[src/rtl/secuenciador_vectorial.sv]
// Vector instruction sequencer: accepts one opcode, latches its decoded control bundle
// and issues it over VLEN elements in groups of LANES. Optional macro: SECUENCIADOR_BACK2BACK_EN.
module secuenciador_vectorial #(
  parameter int VLEN  = 16,
  parameter int LANES = 4
) (
  input  logic                                      clk,
  input  logic                                      reset,
  input  logic                                      instr_valid,
  output logic                                      instr_ready,
  input  logic [3:0]                                opcode_in,
  input  logic                                      stall_in,
  output logic                                      group_valid,
  output logic [((VLEN > 1) ? $clog2(VLEN) : 1)-1:0] elem_idx,
  output logic                                      last_group,
  output logic [13:0]                               ctrl_out,
  output logic [3:0]                                opcode_out,
  output logic                                      busy,
  output logic                                      done
);

  localparam int NGRP  = VLEN / LANES;
  localparam int IDX_W = (VLEN > 1) ? $clog2(VLEN) : 1;
  localparam int GRP_W = (NGRP > 1) ? $clog2(NGRP) : 1;
  localparam logic [IDX_W-1:0] IDX_STEP = IDX_W'(LANES);
  localparam logic [GRP_W-1:0] GRP_LAST = GRP_W'(NGRP - 1);

  typedef enum logic [0:0] {IDLE = 1'b0, ISSUE = 1'b1} state_t;

  // Bundle order: pc rdv rds dest op ad int sum_mem mem data mem_wr wb wrv wrs
  function automatic logic [13:0] decode(input logic [3:0] op);
    logic [13:0] c;
    case (op)
      4'b0000:                   c = 14'h0000;
      4'b0001, 4'b0010:          c = 14'h1006;
      4'b0011:                   c = 14'h1432;
      4'b0100:                   c = 14'h1438;
      4'b0101, 4'b1010, 4'b1011: c = 14'h1884;
      4'b0110, 4'b0111,
      4'b1000, 4'b1001:          c = 14'h1A84;
      4'b1100:                   c = 14'h0405;
      4'b1101:                   c = 14'h0905;
      4'b1110:                   c = 14'h1412;
      4'b1111:                   c = 14'h3458;
      default:                   c = 14'h0000;
    endcase
    return c;
  endfunction

  function automatic logic is_scalar(input logic [3:0] op);
    logic s;
    case (op)
      4'b0000, 4'b1100, 4'b1101, 4'b1111: s = 1'b1;
      default:                            s = 1'b0;
    endcase
    return s;
  endfunction

  state_t           state_r;
  logic [GRP_W-1:0] grp_r;
  logic [GRP_W-1:0] grp_inc_s;
  logic             group_valid_r;
  logic [IDX_W-1:0] elem_idx_r;
  logic             last_group_r;
  logic [13:0]      ctrl_r;
  logic [3:0]       opcode_r;
  logic             busy_r;
  logic             done_r;
  logic             instr_ready_s;
  logic             accept_s;
  logic [13:0]      dec_s;
  logic             load_last_s;

  // Handshake readiness, decode of the offered opcode and next group index
  always_comb begin
    instr_ready_s = 1'b0;
`ifdef SECUENCIADOR_BACK2BACK_EN
    if (state_r == IDLE) begin
      instr_ready_s = 1'b1;
    end else begin
      instr_ready_s = last_group_r && !stall_in;
    end
`else
    if (state_r == IDLE) begin
      instr_ready_s = 1'b1;
    end else begin
      instr_ready_s = 1'b0;
    end
`endif
    accept_s    = instr_valid && instr_ready_s;
    dec_s       = decode(opcode_in);
    load_last_s = is_scalar(opcode_in) || (GRP_LAST == {GRP_W{1'b0}});
    grp_inc_s   = grp_r + GRP_W'(1);
  end

  // Sequencer FSM with registered outputs; ctrl_out is zero outside ISSUE
  always_ff @(posedge clk) begin
    if (reset) begin
      state_r       <= IDLE;
      grp_r         <= {GRP_W{1'b0}};
      group_valid_r <= 1'b0;
      elem_idx_r    <= {IDX_W{1'b0}};
      last_group_r  <= 1'b0;
      ctrl_r        <= 14'h0000;
      opcode_r      <= 4'b0000;
      busy_r        <= 1'b0;
      done_r        <= 1'b0;
    end else begin
      done_r <= 1'b0;
      case (state_r)
        IDLE: begin
          if (accept_s) begin
            state_r       <= ISSUE;
            grp_r         <= {GRP_W{1'b0}};
            group_valid_r <= 1'b1;
            elem_idx_r    <= {IDX_W{1'b0}};
            last_group_r  <= load_last_s;
            ctrl_r        <= dec_s;
            opcode_r      <= opcode_in;
            busy_r        <= 1'b1;
          end else begin
            state_r <= IDLE;
          end
        end
        ISSUE: begin
          if (stall_in) begin
            state_r <= ISSUE;
          end else if (last_group_r) begin
            done_r <= 1'b1;
            if (accept_s) begin
              // Back-to-back: next instruction starts without a bubble
              state_r       <= ISSUE;
              grp_r         <= {GRP_W{1'b0}};
              group_valid_r <= 1'b1;
              elem_idx_r    <= {IDX_W{1'b0}};
              last_group_r  <= load_last_s;
              ctrl_r        <= dec_s;
              opcode_r      <= opcode_in;
              busy_r        <= 1'b1;
            end else begin
              state_r       <= IDLE;
              grp_r         <= {GRP_W{1'b0}};
              group_valid_r <= 1'b0;
              elem_idx_r    <= {IDX_W{1'b0}};
              last_group_r  <= 1'b0;
              ctrl_r        <= 14'h0000;
              busy_r        <= 1'b0;
            end
          end else begin
            grp_r        <= grp_inc_s;
            elem_idx_r   <= elem_idx_r + IDX_STEP;
            last_group_r <= (grp_inc_s == GRP_LAST);
          end
        end
        default: begin
          state_r       <= IDLE;
          group_valid_r <= 1'b0;
          ctrl_r        <= 14'h0000;
          busy_r        <= 1'b0;
          last_group_r  <= 1'b0;
        end
      endcase
    end
  end

  assign instr_ready = instr_ready_s;
  assign group_valid = group_valid_r;
  assign elem_idx    = elem_idx_r;
  assign last_group  = last_group_r;
  assign ctrl_out    = ctrl_r;
  assign opcode_out  = opcode_r;
  assign busy        = busy_r;
  assign done        = done_r;

endmodule

[config.mk]
export PLATFORM = sky130hd
export DESIGN_NAME = secuenciador_vectorial
export DESIGN_NICKNAME = d
export VERILOG_FILES = /design/src/rtl/secuenciador_vectorial.sv
export SDC_FILE = /design/constraint.sdc
export NUM_CORES = 1
export LEC_CHECK = 0
export ABC_AREA = 1
export CAP_MARGIN = 20
export CORE_UTILIZATION = 49
export DETAILED_ROUTE_END_ITERATION = 7
export GPL_TIMING_DRIVEN = 0
export PLACE_DENSITY_LB_ADDON = 0.12
export SYNTH_ARGS = -nofsm -noshare
export SYNTH_HDL_FRONTEND = slang
export SYNTH_SLANG_ARGS = --single-unit
[constraint.sdc]
create_clock -name clk -period 2.2 [get_ports clk]
set_clock_uncertainty 0.05 [all_clocks]
set_input_delay 0.33 -clock clk [delete_from_list [all_inputs] [get_ports clk]]
set_output_delay 0.33 -clock clk [all_outputs]
set_load 0.02 [all_outputs]
==> results of run 1 <==
-- cells by family (layout without fill, tap and decap cells) --
kind of cell	count (synthesis)	after routing	share of synthesized area
buffers and inverters	23	58	0.0976
AOI/OAI and AO/OA	32	32	0.149
adders and majority gates	6	6	0.0658
DFF	25	25	0.439
and+or+nand+nor	65	65	0.246
other	1	2	0.00329
-- area by class of cell --
class,instances,area share
well taps,28,0.0231
clock buffers,3,0.0148
flip-flops and latches,25,0.330
multi-input cells,105,0.351
plain buffers,7,0.0338
inverters,16,0.0396
repair buffers,31,0.204
clock inverters,1,0.00330
-- layout by cell type (no fill, tap or decap), types with 2 or more instances in the layout --
master           Yosys  routed
nand3_1              7       7
o21ai_0             15      15
nor2_2               2       2
a21oi_1             13      13
buf_2                2       2
ha_1                 6       6
inv_2                3       3
dfxtp_1             25      25
inv_1               13      13
conb_1               1       2
clkbuf_4             0       3
buf_4                4       4
nand2_1             44      44
clkdlybuf4s50_1      0      31
nor2_1               9       9
-- power by group --
group | switching [uW] | internal, uW
combinational | 113 | 87.2
clock | 132 | 68.1
sequential | 15.0 | 478
total | 260 | 633
-- path summary, 6_finish.rpt --
path | from | endpoint | slack (ns) | cells after the start
max | state_r | instr_ready | 0.41 | 2
min | reset | ctrl_out[3] | 0.24 | 2
max reg2reg | state_r | ctrl_out[7] | 0.90 | 6
min reg2reg | ctrl_out[4] | ctrl_out[4] | 0.41 | 2
-- worst reg2reg max path, delay by kind of cell (launching register included) --
kind,cells,cell delay [ns]
simple gates,4,0.53
flops,1,0.43
buf+inv,1,0.15
compound gates,1,0.05
-- per-stage QoR --
step	utilization	hold slack [ns]	instances	worst slack (ns)	cell area, um^2
global placement	0.674	0.380	212	0.280	1490
floorplan	-	0.397	153	0.928	1140
global route	0.686	0.258	216	0.360	1520
CTS	0.686	0.239	216	0.416	1520
detailed placement	0.674	0.387	212	0.223	1490
finish	0.686	0.240	216	0.413	1520
-- sequential cells by signal, indices dropped and copies added, names as in the netlist --
name,count
ctrl_out,13
grp_r,2
done,1
elem_idx,2
last_group,1
state_r,1
opcode_out,4
busy,1
-- layer usage --
| layer | vias up | GRT usage | wire length (um) |
|---|---|---|---|
| met4 | 0 | 0.0952 | 29 |
| met2 | 31 | 0.380 | 1140 |
| li1 | 551 | - | - |
| met5 | - | 0 | 0 |
| met3 | 4 | 0.0455 | 112 |
| met1 | 500 | 0.216 | 1030 |
==> key figures, run 1 <==
Routing
  • Vias: 1,086
  • Post-route antenna net violation count: 0
  • DRC violations left: 0
  • WL final: 2310 um
  • WL per Instance: 10.7 um
  • DR pass1 iterations: 4
  • Vias/cell: 5.03
  • Initial DRC Count: 28

Worst hold path
  • HP Class: in -> reg

Global route
  • Grt ovf: 0
  • Largest net degree at the start of global routing: 15
  • Vias in the first global route: 1,009
  • GRT Total Usage: 0.205
  • First-pass GRT wire length: 3970 um
  • Initial antenna violation count: 0

Synth
  • Sequential share of the synthesized area: 0.439
  • FF+latch count, synth: 25
  • Avg Cell Area, Syn: 7.51 um^2
  • Synth Flop Type: dfxtp_1
  • EDFF count, synth: 0
  • Post-Synthesis Cells: 152
  • Top-count cell post-synth: nand2_1
  • Share of the synthesized area in the top cell type: 0.439
  • List of most frequent post-synthesis cells: nand2_1, dfxtp_1, o21ai_0
  • Post-synthesis cell type count: 21
  • Synthesized cell area: 1140 um^2
  • Cell taking the most area after synthesis: dfxtp_1
  • Ys Warns: 0
  • Synth top area cells: dfxtp_1, nand2_1, ha_1
  • Async S/R FF share, synth: 0

Floorplanning
  • Die area: 2530 um^2
  • IO Count: 35
  • Core outline area: 2210 um^2
  • Placement Rows: 17
  • Initial Utilization: 0.516
  • Die X: 50.3 um
  • Die height: 50.3 um

STA
  • Final worst path period share: 0.812
  • Final setup viols: 0
  • Max Slew Vio Count: 0
  • Unrepaired setup endpoints after global routing: false
  • Final Hold Vio Count: 0
  • Post-route setup TNS: 0 ns
  • Max Fclk: 0.560 GHz
  • Tmin final: 1.79 ns

CTS
  • CTS max path bufs: 2
  • Worst-Skew Late Latency: 0.32 ns
  • CTS clk-pin slew, worst paths: 0.13 ns
  • Clock sink count: 25
  • CTS root buffer: clkbuf_4
  • Post-CTS Setup Inserts: 0
  • Inserted Clock Buffers: 3
  • CTS tree: yes
  • Post-CTS sizing: 0
  • CTS Hold Bufs: 0
  • Htree depth: 1

Setup path
  • Critical path cell sequence: inv_2 > clkdlybuf4s50_1
  • CP required: 1.82 ns
  • CP Capture Type: output pin
  • Critical path data arrival time: 1.41 ns
  • Crit path max fanout: 5
  • CP top delay family: buffers and inverters
  • CP bufs+invs: 2
  • Kind of critical path: reg -> out
  • CP startpoint kind: flip-flop
  • Max stage delay on crit path: 0.61 ns
  • CP max stage cell: clkdlybuf4s50_1

Outcome
  • Outcome: finished clean

Flow run
  • Max cap viols: 0

Finish
  • Area Growth Syn to Fin: 33.0%
  • FF+latch area: 500 um^2
  • # nets final: 203
  • # fillers: 208
  • Footprint of the multi-input gates: 533 um^2
  • Share of cells above drive strength 1: 0.106
  • ANT cells: 0

Power and ir drop
  • Pwr Density: 589 nW/um^2
  • Tot Pwr: 894 uW
  • Static leakage: 0.000689 uW
  • Worst VDD drop: 479 uV

Placed design
  • Routability cong.: 0.882
  • Count of input and output buffers: 31
  • DP HPWL: 1790 um
Note: power is estimated with default switching activity, not from simulation.
==> run 2: changes to the inputs <==
--- a/config.mk
+++ b/config.mk
@@ -7,7 +7,7 @@
 export LEC_CHECK = 0
 export ABC_AREA = 1
 export CAP_MARGIN = 20
-export CORE_UTILIZATION = 49
+export CORE_UTILIZATION = 41
 export DETAILED_ROUTE_END_ITERATION = 7
 export GPL_TIMING_DRIVEN = 0
 export PLACE_DENSITY_LB_ADDON = 0.12
==> constraint.sdc (replaced) <==
create_clock -name clk -period 1.61 [get_ports clk]
set_clock_uncertainty 0.05 [all_clocks]
set_input_delay 0.2415 -clock clk [delete_from_list [all_inputs] [get_ports clk]]
set_output_delay 0.2415 -clock clk [all_outputs]
set_load 0.02 [all_outputs]
==> run 2 against run 1 <==
- power up 36%
- utilization fell by 7.6 points
- critical path type unchanged
- final cell count up 0.93%
- via count down 2.8%
- largest power group unchanged
- sequential power grew 36%
- non-clock buffer count stayed put
- design area increased by 2.3%
- flip-flop and latch count unchanged
- clock power is 38% higher
- global-route usage down 2.0 points
==> key figures, run 2 (synthesis results as in run 1) <==
STA
  • Final worst path period share: 0.969
  • Tmin final: 1.56 ns
  • Final Hold Vio Count: 0 (unchanged)
  • Worst Hold Slack: 0.147 ns (-0.0934 ns)
  • Final setup viols: 0 (unchanged)
  • Unrepaired setup endpoints after global routing: false
  • Max Fclk: 0.641 GHz
  • Max Slew Vio Count: 0 (unchanged)
  • Final WS setup: 0.0503 ns (-0.363 ns)

Setup path
  • Crit path max fanout: 2 (-3)
  • CP required: 1.32 ns (-0.50 ns)
  • CP startpoint kind: flip-flop
  • Critical path depth in cells: 1 (-1)
  • CP bufs+invs: 1 (-1)
  • R2r endpoint: ctrl_out[7]
  • Worst reg-to-reg setup slack: 0.29 ns (-0.61 ns)
  • R2R depth: 6 (unchanged)
  • CP max stage cell: clkdlybuf4s50_1
  • Reg-to-reg startpoint: state_r
  • CP Capture Type: output pin
  • Max stage delay on crit path: 0.60 ns (about the same)
  • Critical path data arrival time: 1.27 ns (-0.14 ns)
  • Kind of critical path: reg -> out
  • Critical path cell sequence: clkdlybuf4s50_1
  • CP top delay family: buffers and inverters

Finish
  • Max reg flops: 13 (unchanged)
  • ANT cells: 0 (unchanged)
  • Post-layout util: 0.610 (-0.0760)
  • # nets final: 203 (unchanged)
  • # fillers: 251 (+21%)
  • Area Growth Syn to Fin: 36.1%
  • Share of cells above drive strength 1: 0.106 (unchanged)
  • Most frequent cells in the layout: nand2_1, dfxtp_1, dlymetal6s2s_1, o21ai_0
  • Non-Filler Instances: 218 (+0.93%)
  • Most common cell after layout, fill and taps aside: nand2_1

CTS
  • Post-CTS Setup Inserts: 0 (unchanged)
  • CTS Hold Bufs: 0 (unchanged)
  • Htree depth: 1 (unchanged)
  • CTS tree: yes
  • Clock sink count: 25 (unchanged)
  • Worst-Skew Late Latency: 0.31 ns (about the same)
  • Inserted Clock Buffers: 3 (unchanged)
  • CTS root buffer: clkbuf_4
  • CTS clk-pin slew, worst paths: 0.14 ns (about the same)
  • CTS max path bufs: 2 (unchanged)

Routing
  • Met2 WL: 1100 um (-3.4%)
  • Initial DRC Count: 25 (-11%)
  • Highest Signal Layer: met4
  • Met3 Wirelength: 133 um (+19%)
  • Vias: 1,056 (-2.8%)
  • DR pass1 iterations: 4 (unchanged)
  • DRC violations left: 0 (unchanged)
  • Post-route antenna net violation count: 0 (unchanged)
  • Vias/cell: 4.84 (-3.7%)
  • Met1 WL: 1160 um (+12%)
  • WL final: 2400 um (+4.0%)
  • WL per Instance: 11.0 um (+3.0%)

Placed design
  • Setup Slack @ Placement: -0.330 ns (-0.553 ns)
  • Count of input and output buffers: 31 (unchanged)
  • Routability cong.: 0.836 (-5.1%)
  • DP HPWL: 1880 um (+5.2%)
  • Placed Cells: 214 (+0.94%)

Global route
  • Grt ovf: 0 (unchanged)
  • First-pass GRT wire length: 3930 um (-0.86%)
  • Initial antenna violation count: 0 (unchanged)
  • Vias in the first global route: 930 (-7.8%)
  • GRT Total Usage: 0.185 (-0.0204)
  • Largest net degree at the start of global routing: 15 (unchanged)

Floorplanning
  • Die height: 54.8 um (+9.0%)
  • Core outline area: 2540 um^2 (+15%)
  • Placement Rows: 18 (+1)
  • Die X: 54.8 um (+9.0%)
  • Die area: 3000 um^2 (+19%)
  • IO Count: 35 (unchanged)
  • Initial Utilization: 0.448 (-0.0675)

Power and ir drop
  • Tot Pwr: 1210 uW (+36%)
  • Static leakage: 0.000974 uW (+41%)
  • Pwr Density: 781 nW/um^2 (+33%)
  • Worst VDD drop: 490 uV (+2.3%)

Worst hold path
  • WHS Endpoint: grp_r[1]
  • Worst hold start: reset
  • HP Class: in -> reg
  • Hold path cells: 2 (unchanged)

Outcome
  • Outcome: finished clean

Flow run
  • Max cap viols: 0 (unchanged)
-- run 2: cell types whose count changed in the layout (fill, tap and decap cells not counted) --
| cell | change |
|---|---|
| o21ai_0 | -1 |
| dlymetal6s2s_1 | +16 |
| dlygate4sd2_1 | +6 |
| clkdlybuf4s50_1 | -22 |
| o21ai_1 | +1 |
-- run 2: worst max-delay path by stage --
stage	startpoint	endpoint	slack (ns)
6_report	opcode_out[3]	opcode_out[3]	0.05
5_1_grt	opcode_out[1]	opcode_out[1]	0.004
4_1_cts	last_group	last_group	0.005
3_5_place_dp	opcode_in[1]	ctrl_out[11]	-0.33
3_3_place_gp	opcode_in[1]	ctrl_out[11]	-0.27
2_1_floorplan	last_group	ctrl_out[7]	0.34
-- run 2: power by group --
part	leakage (uW)	internal, uW	switching (uW)	total (uW)
clock	0.0000177	92.8	182	275
combinational	0.000751	109	156	265
sequential	0.000205	653	19.0	672
total	0.000974	855	358	1210
-- run 2: what timing repair did --
action,4_1_cts,5_1_grt
gates resized for setup,7,16
endpoints found under the hold margin,0,0
setup endpoints to repair,7,18
-- run 2: area by class of cell --
cell class | instances | area (um^2) | share of cell area
Tap cell | 30 | 37.5 | 0.0242
Clock inverter | 1 | 5.00 | 0.00322
Inverter | 16 | 60.1 | 0.0387
Sequential cell | 25 | 500 | 0.322
Clock buffer | 3 | 22.5 | 0.0145
Multi-Input combinational cell | 105 | 533 | 0.343
Buffer | 7 | 51.3 | 0.0330
Timing Repair Buffer | 31 | 343 | 0.221
-- run 2: layer usage --
metal  vias to the layer above  track usage
li1                        553            -
met1                       471        0.241
met2                        30        0.295
met3                         2       0.0306
met4                         0       0.0812
met5                         -            0
-- run 2: stage by stage --
stage	TNS [ns]	area, um^2
after global routing	0	1550
final	0	1550
after global placement	-1.29	1490
after floorplan	0	1140
after detailed placement	-1.77	1490
after CTS	0	1510
